**config.mk**
```make
export PLATFORM = sky130hd
export DESIGN_NAME = instr_encode
export DESIGN_NICKNAME = d
export VERILOG_FILES = /design/src/rtl/instr_encode_pkg.sv /design/src/rtl/instr_pack.sv /design/src/rtl/instr_encode.sv
export SDC_FILE = /design/constraint.sdc
export NUM_CORES = 1
export LEC_CHECK = 0
export CAP_MARGIN = 30
export CORE_MARGIN = 5
export CORE_UTILIZATION = 52
export DETAILED_ROUTE_END_ITERATION = 12
export DONT_BUFFER_PORTS = 1
export PLACE_DENSITY = 0.67
export REMOVE_ABC_BUFFERS = 1
export SETUP_SLACK_MARGIN = 0.5
export SYNTH_ARGS = -nofsm -noshare
export SYNTH_HDL_FRONTEND = slang
export SYNTH_SLANG_ARGS = --single-unit
```
**constraint.sdc**
```tcl
create_clock -name clk_i -period 3 [get_ports clk_i]
set_clock_uncertainty 0.1 [all_clocks]
set_input_delay 0.45 -clock clk_i [delete_from_list [all_inputs] [get_ports clk_i]]
set_output_delay 0.45 -clock clk_i [all_outputs]
set_load 0.1 [all_outputs]
```
**src/rtl/instr_encode_pkg.sv**
```systemverilog
// Shared definitions for the RV32I instruction encoder: opcodes, type_i bit
// positions and the output-register FSM states.
package instr_encode_pkg;

  localparam logic [6:0] OP_R_TYPE = 7'b0110011;
  localparam logic [6:0] OP_LOAD   = 7'b0000011;
  localparam logic [6:0] OP_STORE  = 7'b0100011;
  localparam logic [6:0] OP_BRANCH = 7'b1100011;
  localparam logic [6:0] OP_I_TYPE = 7'b0010011;
  localparam logic [6:0] OP_JALR   = 7'b1100111;
  localparam logic [6:0] OP_JAL    = 7'b1101111;
  localparam logic [6:0] OP_LUI    = 7'b0110111;

  localparam int T_R_TYPE = 0;
  localparam int T_LOAD   = 1;
  localparam int T_STORE  = 2;
  localparam int T_BRANCH = 3;
  localparam int T_I_TYPE = 4;
  localparam int T_JALR   = 5;
  localparam int T_JAL    = 6;
  localparam int T_LUI    = 7;

  typedef enum logic {
    ST_EMPTY = 1'b0,
    ST_FULL  = 1'b1
  } state_t;

endpackage

```
**src/rtl/instr_pack.sv**
```systemverilog
// Purely combinational RV32I word assembly from a one-hot class and raw fields.
// err_o flags a class vector that is not exactly one-hot; the word is then zero.
module instr_pack
  import instr_encode_pkg::*;
(
  input  logic [7:0]  type_i,
  input  logic [4:0]  rd_i,
  input  logic [4:0]  rs1_i,
  input  logic [4:0]  rs2_i,
  input  logic [2:0]  funct3_i,
  input  logic [6:0]  funct7_i,
  input  logic [31:0] imm_i,
  output logic [31:0] instr_o,
  output logic        err_o
);

  logic one_hot;

  // x & (x-1) clears the lowest set bit, so a zero result means at most one bit.
  assign one_hot = (type_i != 8'd0) && ((type_i & (type_i - 8'd1)) == 8'd0);

  always_comb begin
    instr_o = 32'd0;
    err_o   = !one_hot;
    if (one_hot) begin
      if (type_i[T_R_TYPE]) begin
        instr_o = {funct7_i, rs2_i, rs1_i, funct3_i, rd_i, OP_R_TYPE};
      end else if (type_i[T_LOAD]) begin
        instr_o = {imm_i[11:0], rs1_i, funct3_i, rd_i, OP_LOAD};
      end else if (type_i[T_STORE]) begin
        instr_o = {imm_i[11:5], rs2_i, rs1_i, funct3_i, imm_i[4:0], OP_STORE};
      end else if (type_i[T_BRANCH]) begin
        instr_o = {imm_i[12], imm_i[10:5], rs2_i, rs1_i, funct3_i,
                   imm_i[4:1], imm_i[11], OP_BRANCH};
      end else if (type_i[T_I_TYPE]) begin
        instr_o = {imm_i[11:0], rs1_i, funct3_i, rd_i, OP_I_TYPE};
      end else if (type_i[T_JALR]) begin
        instr_o = {imm_i[11:0], rs1_i, 3'b000, rd_i, OP_JALR};
      end else if (type_i[T_JAL]) begin
        instr_o = {imm_i[20], imm_i[10:1], imm_i[11], imm_i[19:12], rd_i, OP_JAL};
      end else begin
        instr_o = {imm_i[31:12], rd_i, OP_LUI};
      end
    end
  end

endmodule

```
**src/rtl/instr_encode.sv**
```systemverilog
// Registered RV32I encoder with valid/ready on both sides, a one-deep output
// register, a malformed-request pulse and a saturating emitted-word counter.
module instr_encode
  import instr_encode_pkg::*;
#(
  parameter int CNT_W = 16
) (
  input  logic             clk_i,
  input  logic             rst_i,
  input  logic             valid_i,
  output logic             ready_o,
  input  logic [7:0]       type_i,
  input  logic [4:0]       rd_i,
  input  logic [4:0]       rs1_i,
  input  logic [4:0]       rs2_i,
  input  logic [2:0]       funct3_i,
  input  logic [6:0]       funct7_i,
  input  logic [31:0]      imm_i,
  output logic [31:0]      instr_o,
  output logic             valid_o,
  input  logic             ready_i,
  output logic             err_o,
  output logic [CNT_W-1:0] count_o
);

  state_t      state;
  state_t      next_state;
  logic [31:0] pack_word;
  logic        pack_err;
  logic        accept;
  logic        good_req;
  logic        bad_req;
  logic        word_xfer;

  instr_pack u_pack (
    .type_i   (type_i),
    .rd_i     (rd_i),
    .rs1_i    (rs1_i),
    .rs2_i    (rs2_i),
    .funct3_i (funct3_i),
    .funct7_i (funct7_i),
    .imm_i    (imm_i),
    .instr_o  (pack_word),
    .err_o    (pack_err)
  );

  // ready_o depends only on registered state and ready_i, never on valid_i.
  assign valid_o = (state == ST_FULL);
  assign ready_o = !valid_o || ready_i;

  always_comb begin
    accept     = valid_i && ready_o;
    good_req   = accept && !pack_err;
    bad_req    = accept && pack_err;
    word_xfer  = valid_o && ready_i;
    next_state = state;
    case (state)
      ST_EMPTY: if (good_req) next_state = ST_FULL;
      ST_FULL:  if (word_xfer && !good_req) next_state = ST_EMPTY;
      default:  next_state = ST_EMPTY;
    endcase
  end

  always_ff @(posedge clk_i) begin
    if (rst_i) begin
      state   <= ST_EMPTY;
      instr_o <= 32'd0;
      err_o   <= 1'b0;
      count_o <= '0;
    end else begin
      state <= next_state;
      err_o <= bad_req;
      if (good_req) begin
        instr_o <= pack_word;
      end
      if (word_xfer && (count_o != {CNT_W{1'b1}})) begin
        count_o <= count_o + CNT_W'(1);
      end
    end
  end

endmodule
```
==> report_table.html <==
<table>
<tr><th>Metric</th><th>Value</th></tr>
<tr><th colspan="2">Detailed routing</th></tr>
<tr><td>Average vias per placed instance</td><td>5.87</td></tr>
<tr><td>Detailed-route DRC error count</td><td>0</td></tr>
<tr><td>WL per Instance</td><td>16.6 µm</td></tr>
<tr><td>Total detailed-routing wirelength</td><td>6280 µm</td></tr>
<tr><td>First DRT Iteration DRCs</td><td>106</td></tr>
<tr><td>Detailed-router iteration count before antenna repair</td><td>4</td></tr>
<tr><td>Detail Route Antenna Nets</td><td>0</td></tr>
<tr><td>Routed via count</td><td>2220</td></tr>
<tr><th colspan="2">Die</th></tr>
<tr><td>Cell Rows</td><td>25</td></tr>
<tr><td>Die Footprint</td><td>6430 µm²</td></tr>
<tr><td>Die X-Extent</td><td>80.2 µm</td></tr>
<tr><td>Y dimension of the die</td><td>80.2 µm</td></tr>
<tr><td>Area of the core</td><td>4750 µm²</td></tr>
<tr><td>Effective utilization at floorplan</td><td>53.8%</td></tr>
<tr><td>I/O pin count</td><td>120</td></tr>
<tr><th colspan="2">GRT</th></tr>
<tr><td>Total grt overflow</td><td>0</td></tr>
<tr><td>Tot GR Track Use</td><td>20.0%</td></tr>
<tr><td>Via count of the first global-routing pass</td><td>2107</td></tr>
<tr><td>First-pass GRT wire length</td><td>10300 µm</td></tr>
<tr><td>Initial antenna violation count</td><td>0</td></tr>
<tr><td>Largest net degree at the start of global routing</td><td>46</td></tr>
<tr><th colspan="2">Power and ir drop</th></tr>
<tr><td>P per Cell Area</td><td>444 nW/µm²</td></tr>
<tr><td>Peak VDD IR</td><td>0.000200 V</td></tr>
<tr><td>Lkg Pwr</td><td>0.966 nW</td></tr>
<tr><th colspan="2">Min path</th></tr>
<tr><td>Hold Path Class</td><td>in -&gt; reg</td></tr>
<tr><th colspan="2">Logic synthesis</th></tr>
<tr><td>Sequential-to-total area share from yosys stat</td><td>38.3%</td></tr>
<tr><td>Main flop type after synthesis</td><td>dfxtp_1</td></tr>
<tr><td>Synth async-reset ratio</td><td>0%</td></tr>
<tr><td>Distinct cell type count after synthesis</td><td>47</td></tr>
<tr><td>Post-synthesis instance area</td><td>2560 µm²</td></tr>
<tr><td>Number of synthesized flops with an enable pin</td><td>0</td></tr>
<tr><td>Gate Count Post-Synth</td><td>307</td></tr>
<tr><td>Number of flip-flops and latches in the synthesized netlist</td><td>49</td></tr>
<tr><td>Yosys synthesis warning count</td><td>0</td></tr>
<tr><td>Average instance area after synthesis</td><td>8.34 µm²</td></tr>
<tr><th colspan="2">Clocking</th></tr>
<tr><td>Number of setup buffers added after CTS</td><td>0</td></tr>
<tr><td>Clock tree from TritonCTS</td><td>done</td></tr>
<tr><td>Clock transition at path regs</td><td>0.09 ns</td></tr>
<tr><td>Count of H-tree levels built during CTS</td><td>2</td></tr>
<tr><td>Worst-Skew Late Latency</td><td>0.30 ns</td></tr>
<tr><td>Clk sinks</td><td>49</td></tr>
<tr><td>Hold buffer count at CTS</td><td>0</td></tr>
<tr><td>CTS max path bufs</td><td>2</td></tr>
<tr><td>Clock buffer count from CTS</td><td>5</td></tr>
<tr><td>Post-cts sizing count</td><td>0</td></tr>
<tr><td>Clk Tree Root Cell</td><td>clkbuf_8</td></tr>
<tr><th colspan="2">Flow run</th></tr>
<tr><td>Max capacitance violation total</td><td>0</td></tr>
<tr><th colspan="2">Worst setup path</th></tr>
<tr><td>Arrival time at the worst endpoint</td><td>2.44 ns</td></tr>
<tr><td>Count of buffer and inverter cells on the critical path</td><td>1</td></tr>
<tr><td>Ordered list of cells on the worst path</td><td>or4_4 -&gt; or4b_1 -&gt; a211oi_4 -&gt; buf_4 -&gt; nor2_1 -&gt; a311oi_1</td></tr>
<tr><td>Delay of the slowest cell on the worst path</td><td>0.59 ns</td></tr>
<tr><td>Worst setup path class</td><td>in -&gt; reg</td></tr>
<tr><td>Cell family with most CP delay</td><td>simple AND/OR/NAND/NOR gates</td></tr>
<tr><td>Critical path required time</td><td>3.11 ns</td></tr>
<tr><td>Crit end category</td><td>flip-flop</td></tr>
<tr><td>Critical path launch point type</td><td>input port</td></tr>
<tr><td>Critical Path Fanout Max</td><td>21</td></tr>
<tr><td>Critical Path Slowest Stage Cell</td><td>or4b_1</td></tr>
<tr><th colspan="2">Layout</th></tr>
<tr><td>Final cell count without fillers</td><td>378</td></tr>
<tr><td>Post-layout instance area</td><td>2810 µm²</td></tr>
<tr><td>Fraction of final layout cells with drive strength greater than 1</td><td>12.2%</td></tr>
<tr><td>Inserted Diodes</td><td>0</td></tr>
<tr><td>Net count of the finished layout</td><td>380</td></tr>
<tr><td>Area growth, synth to finish</td><td>9.87%</td></tr>
<tr><td>Final core utilization</td><td>59.2%</td></tr>
<tr><td>Fillers</td><td>439</td></tr>
<tr><th colspan="2">Place</th></tr>
<tr><td>Half-perimeter wire length of the detailed placement result</td><td>4640 µm</td></tr>
<tr><td>Routability cong.</td><td>0.845</td></tr>
<tr><td>Port Buf Inserts</td><td>0</td></tr>
<tr><td>Area after DPL</td><td>2690 µm²</td></tr>
<tr><td>Post-Place Cells</td><td>370</td></tr>
<tr><th colspan="2">Run status</th></tr>
<tr><td>Outcome</td><td>complete, no violations</td></tr>
<tr><th colspan="2">Timing</th></tr>
<tr><td>Final Max Tran Viols</td><td>0</td></tr>
<tr><td>Top achievable clock speed</td><td>431 MHz</td></tr>
<tr><td>Tightest hold margin</td><td>0.107 ns</td></tr>
<tr><td>Relative slew slack</td><td>32.1%</td></tr>
<tr><td>Final period utilization</td><td>77.4%</td></tr>
<tr><td>Final hold violation count</td><td>0</td></tr>
<tr><td>Post-layout minimum cycle time</td><td>2.32 ns</td></tr>
<tr><td>Worst-margin pin slew</td><td>1.02 ns</td></tr>
<tr><td>Setup repair after global routing missed its margin</td><td>false</td></tr>
<tr><td>Final setup viols</td><td>0</td></tr>
</table>
-- layer usage --
metal | part of all wire [%] | GRT usage (%)
met5 | 0 | 0
met3 | 9.8 | 8.30
met4 | 1.6 | 6.08
met1 | 41 | 24.2
met2 | 48 | 32.1
-- stage by stage --
stage               power, W  setup TNS, ns  setup WS (ns)
finish               0.00125              0          0.678
global route         0.00130              0          0.540
CTS                  0.00126              0          0.622
detailed placement  0.000780              0          0.304
global placement    0.000779              0          0.369
floorplan           0.000766         -34.17          -1.26
-- flip-flops by register name, summed over array words and instances (netlist names) --
| name | flops |
|---|---|
| instr_o | 31 |
| err_o | 1 |
| count_o | 16 |
| valid_o | 1 |
-- cells in the mapped netlist (all sizes together) (2+ instances only) --
cell / count / area share [%]
nor3b: 4 / 1.2
nor4b: 2 / 0.68
mux2: 6 / 2.6
a21oi: 20 / 3.9
o21bai: 2 / 0.59
nor4: 4 / 0.98
inv: 2 / 0.29
o31ai: 2 / 0.59
nor2: 48 / 7.0
o21a: 2 / 0.59
buf: 9 / 2.2
clkbuf: 16 / 2.3
dfxtp: 49 / 38
nand2: 19 / 2.8
a22oi: 5 / 1.5
mux2i: 8 / 3.1
o211ai: 7 / 2.1
nand2b: 15 / 3.7
nand3: 10 / 2.0
and3: 4 / 0.98
xnor2: 12 / 4.1
o21ai: 5 / 0.98
a2bb2oi: 3 / 1.0
a211oi: 18 / 5.5
a311oi: 6 / 2.1
a31oi: 4 / 0.98
and4: 4 / 1.4
o211a: 2 / 0.78
nor3: 6 / 1.2
-- cells in the final DEF, fill, tap and decap left out, types with 2 or more instances in the layout --
master | Yosys | routed
nor4_1 | 4 | 4
a31oi_1 | 4 | 4
a2bb2oi_1 | 3 | 3
o211a_1 | 2 | 2
nor4b_1 | 2 | 2
nor3b_1 | 4 | 4
mux2i_1 | 8 | 8
a22oi_1 | 5 | 5
o21bai_1 | 2 | 2
o31ai_1 | 2 | 2
and3_1 | 4 | 4
o21ai_0 | 2 | 2
nor3_1 | 6 | 6
nor2_1 | 48 | 48
nand2b_1 | 15 | 15
a21oi_1 | 20 | 20
a311oi_1 | 6 | 6
o21a_1 | 2 | 2
xnor2_1 | 12 | 12
dfxtp_1 | 49 | 48
clkbuf_8 | 0 | 6
inv_1 | 2 | 2
nand3_1 | 10 | 10
o211ai_1 | 7 | 7
nand2_1 | 19 | 19
buf_4 | 3 | 20
o21ai_1 | 3 | 3
and4_1 | 4 | 4
a211oi_1 | 17 | 17
mux2_2 | 6 | 6
-- path summary, 6_finish.rpt --
check             depth (start not counted)       start  slack (ns)     endpoint
hold / removal                            1       rst_i        0.11  instr_o[28]
setup reg to reg                          6  count_o[7]        0.99  count_o[14]
hold reg to reg                           1  count_o[9]        0.43   count_o[9]
setup / recovery                          6   type_i[1]        0.68  instr_o[15]
-- cells by family (layout without fill, tap and decap cells) --
family                   Yosys count  after routing  synth area share, %
AND/OR/NAND/NOR                  121            121                 23.7
AO/OA/AOI/OAI                     83             83                 22.8
adder cells (fa/ha/maj)            1              1                0.489
buffers and inverters             27             31                 4.89
multiplexers                      14             14                 5.77
flip-flops                        49             49                 38.3
XOR/XNOR                          12             12                 4.11
-- layout make-up --
cell class | count | area (µm²) | share of cell area (%)
clock inverter | 1 | 30.0 | 1.07
tap | 67 | 83.8 | 2.98
sequential | 49 | 982 | 34.9
inverter | 2 | 7.51 | 0.267
multi-input combinational | 231 | 1460 | 52.0
timing repair buffer | 21 | 161 | 5.74
clock buffer | 7 | 86.3 | 3.07
-- power breakdown --
part	internal (W)	switching [W]
sequential	0.000654	0.0000376
clock	0.000272	0.000212
combinational	0.0000350	0.0000368
total	0.000961	0.000287
(Power assumes the default switching activity.)
